`src/rtl/mod_mem_access.sv`:
```
// mod_mem_access: MEM-stage load/store unit with alignment check, req/ack memory handshake and lane extract/replicate.
// Optional MEM_TIMEOUT_EN adds a 255-cycle ack timeout that reports bus_err.
module mod_mem_access #(
    parameter int ADDR_W = 32
) (
    input  logic              clk,
    input  logic              rst,
    input  logic              op_valid,
    input  logic              op_write,
    input  logic [1:0]        op_size,
    input  logic              op_unsigned,
    input  logic [ADDR_W-1:0] op_addr,
    input  logic [31:0]       op_wdata,
    output logic              stall,
    output logic              misaligned,
    output logic [31:0]       rdata,
    output logic              rdata_valid,
    output logic              bus_err,
    output logic              mem_req,
    output logic              mem_we,
    output logic [ADDR_W-1:0] mem_addr,
    output logic [3:0]        mem_be,
    output logic [31:0]       mem_wdata,
    input  logic              mem_ack,
    input  logic [31:0]       mem_rdata
);
    typedef enum logic [1:0] {IDLE, REQ, DONE} state_t;

    state_t            state_q, state_d;
    logic              mem_req_q, mem_req_d;
    logic              mem_we_q, mem_we_d;
    logic [ADDR_W-1:0] mem_addr_q, mem_addr_d;
    logic [3:0]        mem_be_q, mem_be_d;
    logic [31:0]       mem_wdata_q, mem_wdata_d;
    logic [31:0]       rdata_q, rdata_d;
    logic              rdata_valid_q, rdata_valid_d;
    logic [1:0]        size_q, size_d;
    logic [1:0]        lane_q, lane_d;
    logic              uns_q, uns_d;
    logic              addr_bad, accept, timeout;
    logic [7:0]        byte_v;
    logic [15:0]       half_v;
    logic [31:0]       load_ext;

    assign addr_bad   = (op_size == 2'b11) || (op_size == 2'b01 && op_addr[0]) ||
                        (op_size == 2'b10 && op_addr[1:0] != 2'b00);
    assign accept     = state_q == IDLE && op_valid && !addr_bad;
    assign misaligned = !rst && state_q == IDLE && op_valid && addr_bad;
    assign stall      = !rst && (accept || state_q == REQ);

    assign byte_v   = mem_rdata[{lane_q, 3'b000} +: 8];
    assign half_v   = mem_rdata[{lane_q[1], 4'b0000} +: 16];
    assign load_ext = size_q == 2'b00 ? {{24{!uns_q && byte_v[7]}}, byte_v} :
                      size_q == 2'b01 ? {{16{!uns_q && half_v[15]}}, half_v} : mem_rdata;

`ifdef MEM_TIMEOUT_EN
    logic [7:0] cnt_q, cnt_d;
    logic       bus_err_q;
    // cnt_q counts completed unacked REQ cycles; the 255th one aborts
    assign cnt_d   = (state_q == REQ && !mem_ack) ? cnt_q + 8'd1 : 8'd0;
    assign timeout = state_q == REQ && !mem_ack && cnt_q == 8'd254;
    assign bus_err = bus_err_q;
    always_ff @(posedge clk) begin
        if (rst) begin
            cnt_q     <= 8'd0;
            bus_err_q <= 1'b0;
        end else begin
            cnt_q     <= cnt_d;
            bus_err_q <= timeout;
        end
    end
`else
    assign timeout = 1'b0;
    assign bus_err = 1'b0;
`endif

    always_comb begin
        state_d       = state_q;
        mem_req_d     = mem_req_q;
        mem_we_d      = mem_we_q;
        mem_addr_d    = mem_addr_q;
        mem_be_d      = mem_be_q;
        mem_wdata_d   = mem_wdata_q;
        rdata_d       = rdata_q;
        rdata_valid_d = 1'b0;
        size_d        = size_q;
        lane_d        = lane_q;
        uns_d         = uns_q;
        case (state_q)
            IDLE: if (accept) begin
                state_d     = REQ;
                mem_req_d   = 1'b1;
                mem_we_d    = op_write;
                mem_addr_d  = {op_addr[ADDR_W-1:2], 2'b00};
                mem_be_d    = !op_write ? 4'b1111 :
                              op_size == 2'b00 ? 4'b0001 << op_addr[1:0] :
                              op_size == 2'b01 ? (op_addr[1] ? 4'b1100 : 4'b0011) : 4'b1111;
                mem_wdata_d = op_size == 2'b00 ? {4{op_wdata[7:0]}} :
                              op_size == 2'b01 ? {2{op_wdata[15:0]}} : op_wdata;
                size_d      = op_size;
                lane_d      = op_addr[1:0];
                uns_d       = op_unsigned;
            end
            REQ: if (mem_ack || timeout) begin
                state_d       = DONE;
                mem_req_d     = 1'b0;
                mem_we_d      = 1'b0;
                rdata_valid_d = !mem_we_q;
                rdata_d       = mem_we_q ? rdata_q : (mem_ack ? load_ext : 32'd0);
            end
            DONE: state_d = IDLE;
            default: state_d = IDLE;
        endcase
    end

    always_ff @(posedge clk) begin
        if (rst) begin
            state_q       <= IDLE;
            mem_req_q     <= 1'b0;
            mem_we_q      <= 1'b0;
            mem_addr_q    <= '0;
            mem_be_q      <= 4'd0;
            mem_wdata_q   <= 32'd0;
            rdata_q       <= 32'd0;
            rdata_valid_q <= 1'b0;
            size_q        <= 2'd0;
            lane_q        <= 2'd0;
            uns_q         <= 1'b0;
        end else begin
            state_q       <= state_d;
            mem_req_q     <= mem_req_d;
            mem_we_q      <= mem_we_d;
            mem_addr_q    <= mem_addr_d;
            mem_be_q      <= mem_be_d;
            mem_wdata_q   <= mem_wdata_d;
            rdata_q       <= rdata_d;
            rdata_valid_q <= rdata_valid_d;
            size_q        <= size_d;
            lane_q        <= lane_d;
            uns_q         <= uns_d;
        end
    end

    assign mem_req     = mem_req_q;
    assign mem_we      = mem_we_q;
    assign mem_addr    = mem_addr_q;
    assign mem_be      = mem_be_q;
    assign mem_wdata   = mem_wdata_q;
    assign rdata       = rdata_q;
    assign rdata_valid = rdata_valid_q;
endmodule
```
`config.mk`:
```
export PLATFORM = sky130hd
export DESIGN_NAME = mod_mem_access
export DESIGN_NICKNAME = d
export VERILOG_FILES = /design/src/rtl/mod_mem_access.sv
export SDC_FILE = /design/constraint.sdc
export NUM_CORES = 1
export LEC_CHECK = 0
export CAP_MARGIN = 15
export CORE_MARGIN = 2
export CORE_UTILIZATION = 45
export DETAILED_ROUTE_END_ITERATION = 16
export PLACE_DENSITY_LB_ADDON = 0.15
export SLEW_MARGIN = 20
export SYNTH_ARGS = -nofsm -noshare
export SYNTH_HDL_FRONTEND = slang
export SYNTH_SLANG_ARGS = --single-unit
```
`constraint.sdc`:
```
create_clock -name clk -period 3.52 [get_ports clk]
set_clock_uncertainty 0.05 [all_clocks]
set_input_delay 0.704 -clock clk [delete_from_list [all_inputs] [get_ports clk]]
set_output_delay 0.704 -clock clk [all_outputs]
set_load 0.05 [all_outputs]
```
=== Word-level counts from Yosys, hierarchy flattened ===
Cells that the tools add are included.

* Equal/unequal tests: 7
* Shifts and indexed selects: 3
* Muxes and demuxes: 16
* Bitwise logic cells: 3
* Reductions and logical operators: 27

{| class="wikitable"
|+ Operators by type and width
! kind !! number
|-
| 32-bit 2-to-1 mux || 4
|-
| 32-bit by 6-bit variable part select with 16-bit output || 1
|-
| 32-bit by 6-bit variable part select with 8-bit output || 1
|-
| 4-bit 2-to-1 mux || 4
|-
| 1-bit logical AND || 10
|-
| 2-bit by 1-bit == test with 1-bit output (second input constant) || 3
|-
| 2-bit zero test || 3
|-
| 3-bit AND reduction || 2
|-
| 2-bit == test (second input constant) || 2
|-
| 1-bit zero test || 4
|-
| 2-bit 2-to-1 mux || 2
|-
| 2-bit != test (second input constant) || 2
|-
| 1-bit one-hot mux with 2 select lines || 2
|-
| 2-bit one-hot mux with 2 select lines || 1
|-
| 2-bit AND reduction || 2
|-
| 2-bit nonzero test || 2
|-
| 1-bit by 2-bit << shifter with 4-bit output (first input constant) || 1
|-
| 1-bit logical OR || 3
|-
| 1-bit 2-to-1 mux || 3
|-
| 1-bit inverter || 3
|-
| 3-bit OR reduction || 1
|}

* Flip-flop bits (word level): 108
* Input bits: 104
* Word-level logic and storage cells: 67

=== Logic depth before layout (Yosys ltp) ===
* Word-level depth: 8
* Mapped depth: 7

=== Worst setup path after synthesis ===
Ideal clock, no wire load.

* Path kind: in2out
* From: input op_size[1]
* To: output misaligned
* Data arrival time: 2520 ps
* Data required time: 2766 ps
* Path slack: 246 ps
* Cell stages on the path: 3
* Path buffers: 1
* Cells stage by stage: clkbuf_1 > a21oi_1 > nor4_1

* Cells in the longest elaborated chain, start to end: 5
* Elaborated cells between the ends (all ways): 8

{| class="wikitable"
|+ Ends and longest elaborated chain
! item !! line !! text
|-
| start: declaration || 10 || <nowiki>input logic [1:0] op_size,</nowiki>
|-
| 2-bit by 1-bit == test with 1-bit output || 45 || <nowiki>assign addr_bad = (op_size == 2'b11) || (op_size == 2'b01 && op_addr[0]) ||</nowiki>
|-
| 1-bit logical AND || 45 ||
|-
| 1-bit logical OR || 45 ||
|-
| 1-bit logical OR * || 45 ||
|-
| 1-bit logical AND * || 48 || <nowiki>assign misaligned = !rst && state_q == IDLE && op_valid && addr_bad;</nowiki>
|-
| end: declaration || 15 || <nowiki>output logic misaligned,</nowiki>
|}

Mark *: on every way between the ends. The rest lies on a longest branch, timed or not.

=== Worst setup path after layout ===
* From: input op_addr[0]
* To: output stall

* Cells in the longest elaborated chain, start to end: 7
* Elaborated cells between the ends (all ways): 9

{| class="wikitable"
|+ Ends and longest elaborated chain
! item !! line !! text
|-
| start: declaration || 12 || <nowiki>input logic [ADDR_W-1:0] op_addr,</nowiki>
|-
| 2-bit nonzero test or 1-bit logical AND (tied branches) || 46, 45 ||
|-
| 1-bit logical AND or 1-bit logical OR (tied branches) || 46, 45 ||
|-
| 1-bit logical OR * || 45 ||
|-
| 1-bit zero test * || 47 || <nowiki>assign accept = state_q == IDLE && op_valid && !addr_bad;</nowiki>
|-
| 1-bit logical AND * || 47 ||
|-
| 1-bit logical OR * || 49 || <nowiki>assign stall = !rst && (accept || state_q == REQ);</nowiki>
|-
| 1-bit logical AND * || 49 ||
|-
| end: declaration || 14 || <nowiki>output logic stall,</nowiki>
|}

Marked as above.

==> results.cfg <==
[synthesis]
fraction_of_registers_with_async_set_reset_pct = 0
ys_seq_elements = 108
yosysSeqAreaShare_pct = 45.6
ys_warn_count = 0
post_synth_instance_area_um2 = 4740
avgSynthCellArea_um2 = 8.15
netlist.area_leader.share_pct = 45.6
synth-edff-count = 0
post_synth_inst_count = 581
dominantRegCellSynth = dfxtp_1
largest_cells_by_area_after_synthesis = dfxtp_1 46%, nand2_1 11%, a21oi_1 6.8%
synthDominantAreaCellType = dfxtp_1
synth_cell_type_count = 34

[global_routing]
antenna_found_initial = 0
first_global_vias = 4681
grt_max_degree = 109
grt_remaining_overflow = 0
grt_usage_pct = 25.0
global_route_wire_length_before_repair_mm = 22.9

[setup_path]
cpPeakStageDelay_ns = 0.53
gate_family_responsible_for_the_most_delay_along_the_worst_path = simple AND/OR/NAND/NOR gates
crit_buf_inv = 2
path_max_fanout = 6
timing.setup.critical_path_class = in2out
cp.required_ns = 2.77
crit_path_end_kind = primary output
critical_path.most_common_cell = nor2_1
wp_data_arrival_ns = 2.37
timing.critical_path.slowest_stage_cell = nor3_1
critical_path_cell_sequence = clkdlybuf4s50_1, nor3_1, o21ba_4, nor2_1, nor2_1, buf_12
startpoint_type = input port

[sta]
worst_slew_margin_rel_pct = 41.6
setup_tns_ns = 0
number_of_slew_limit_violations_in_the_final_report = 0
max_freq_ghz = 0.320
worst_slew_pin_slew_ns = 0.875
unrepaired_setup_endpoints_after_global_routing = no
period_needed_ns = 3.13
timing_hold_violations_final = 0
finalCritPeriodShare_pct = 88.8
final-setup-viol-count = 0

[power]
switching_part_of_the_total_pct = 30.8
share_of_total_power_in_the_clock_network_pct = 30.4
internal-power_mw = 2.10
power.share.combinational_pct = 25.8
power_density_nw_per_um2 = 429
ir_worst_vdd_v = 0.000236
p_switching_mw = 0.935
leak_pwr_nw = 2.46
share_seq_of_total_power_pct = 43.8

[cts]
clock-sinks = 108
cts.clk_slew.worst_paths_ns = 0.09
buffers_from_clock_root_to_sink_at_most = 2
htree_levels = 3
total_cts_buffers = 9
tritoncts_clock_tree = built
clockRootBuffer = clkbuf_8
cts_hold_repair_buffers = 0
post_cts_setup_buffer_count = 0
cts_resized = 0
clk-insertion-delay-late_ns = 0.37

[drt]
route.final.wire_length_mm = 14.4
drt-initial-drc-count = 227
drt_first_pass_iters = 9
avgRoutedWirePerCell_um = 16.1
drc_errors = 0
antenna_violating_nets_post_route = 0
vias = 4840
vias_per_cell = 5.40

[job]
maxCapViolCount = 0

[cells_and_area]
drive_gt1_share_pct = 6.58
areaGrowthSynthToFinish_pct = 49.5
layout.nets = 859
diodes = 0
finalCoreUtilization_pct = 68.9

[floorplan]
top_level_ports = 210
floorplan.initialDensity_pct = 46.1
row_count = 37
core_area_um2 = 10300
horiz_die_dim_um = 107
height_of_the_die_um = 107
dieArea_um2 = 11400

[min_path]
worstHoldPathType = reg2reg

[outcome]
status = finished, final reports clean

[placed_design]
place.gp.congestion = 0.867
count_of_input_and_output_buffers = 206
detailed_place_hpwl_mm = 10.2
[placed cells by master (no fill, tap or decap), types with 7 or more instances in the layout]
cell	n
a211oi_2	10
a22oi_1	15
a211oi_1	23
o21ai_0	20
clkbuf_8	10
a22o_1	9
clkdlybuf4s50_1	203
nand2b_1	9
a21oi_1	64
nand2_1	143
mux2i_1	18
nor2_1	61
mux2_2	7
dfxtp_1	108
buf_4	7
a311oi_1	17
[Yosys cell counts (all sizes together) (4+ instances only)]
| cell type | number |
|---|---|
| dfxtp | 108 |
| a311oi | 17 |
| o21ai | 20 |
| mux2 | 7 |
| clkbuf | 25 |
| nor2 | 61 |
| a21oi | 65 |
| buf | 28 |
| a22o | 9 |
| a22oi | 15 |
| mux2i | 18 |
| a211oi | 33 |
| nand2 | 143 |
| nor2b | 4 |
| nand2b | 9 |
[path summary, 6_finish.rpt]
check,slack (ns),depth (start not counted),from,endpoint
worst max-delay path,0.39,6,op_addr[0],stall
worst min-delay path,0.41,2,mem_addr[15]$_SDFFE_PP0P_,mem_addr[15]$_SDFFE_PP0P_
worst min register to register,0.41,2,mem_addr[15]$_SDFFE_PP0P_,mem_addr[15]$_SDFFE_PP0P_
worst max register to register,1.26,4,size_q[0]$_SDFFE_PP0P_,rdata[14]$_SDFFE_PP0P_
[power by group through the flow]
stage | Sequential (mW) | Clock, mW | Combinational (mW)
2_1_floorplan | 1.57 | 0 | 0.255
3_5_place_dp | 1.36 | 0 | 0.783
6_report | 1.33 | 0.921 | 0.784
3_3_place_gp | 1.35 | 0 | 0.773
4_1_cts | 1.33 | 0.934 | 0.786
5_1_grt | 1.34 | 0.980 | 0.832
[flip-flops by register name (all words and copies together), names as in the netlist]
signal       cells
size_q           2
state_q          2
mem_wdata       32
rdata           32
uns_q            1
mem_req          1
mem_be           4
mem_addr        30
mem_we           1
lane_q           2
rdata_valid      1
[final cells by class]
| class | instances | area [µm²] |
|---|---|---|
| fillers | 851 | 3200 |
| multi-input cells | 419 | 2330 |
| flip-flops and latches | 108 | 2160 |
| repair buffers | 214 | 2160 |
| well taps | 136 | 170 |
| clock buffers | 11 | 141 |
| clock inverters | 5 | 108 |
| inverters | 3 | 11.3 |
[stage by stage]
step	power (mW)	std cells	setup slack (ns)	hold WS [ns]	instance area, µm²
floorplan	1.82	583	0.246	0.386	4740
finish	3.03	896	0.393	0.407	7080
detailed placement	2.14	880	0.342	0.396	6830
CTS	3.05	896	0.380	0.409	7080
global route	3.15	896	0.293	0.437	7080
global placement	2.13	880	0.425	0.391	6830
[worst reg2reg max path, cell delays in order, from the launching register on]
cell and delay [ns]:
dfxtp_1 0.64, nand2b_1 0.61, o32ai_1 0.22, a21oi_2 0.41, a311oi_1 0.17
[logic make-up (layout without fill, tap and decap cells)]
kind of cell,count (synthesis),after routing,synth area share [%]
buffers and inverters,56,233,5.68
multiplexers,25,25,5.47
AO/OA/AOI/OAI,164,164,23.8
flip-flops,108,108,45.6
AND/OR/NAND/NOR,227,227,19.4
other,1,3,0.0792
[layer usage]
layer	track usage, %	vias up	part of all wire (%)
met5	0	-	0
met4	7.51	0	1.6
met3	7.05	18	8.4
met2	44.0	208	51
met1	29.6	2270	39
li1	-	2344	-
(Power assumes the default switching activity.)
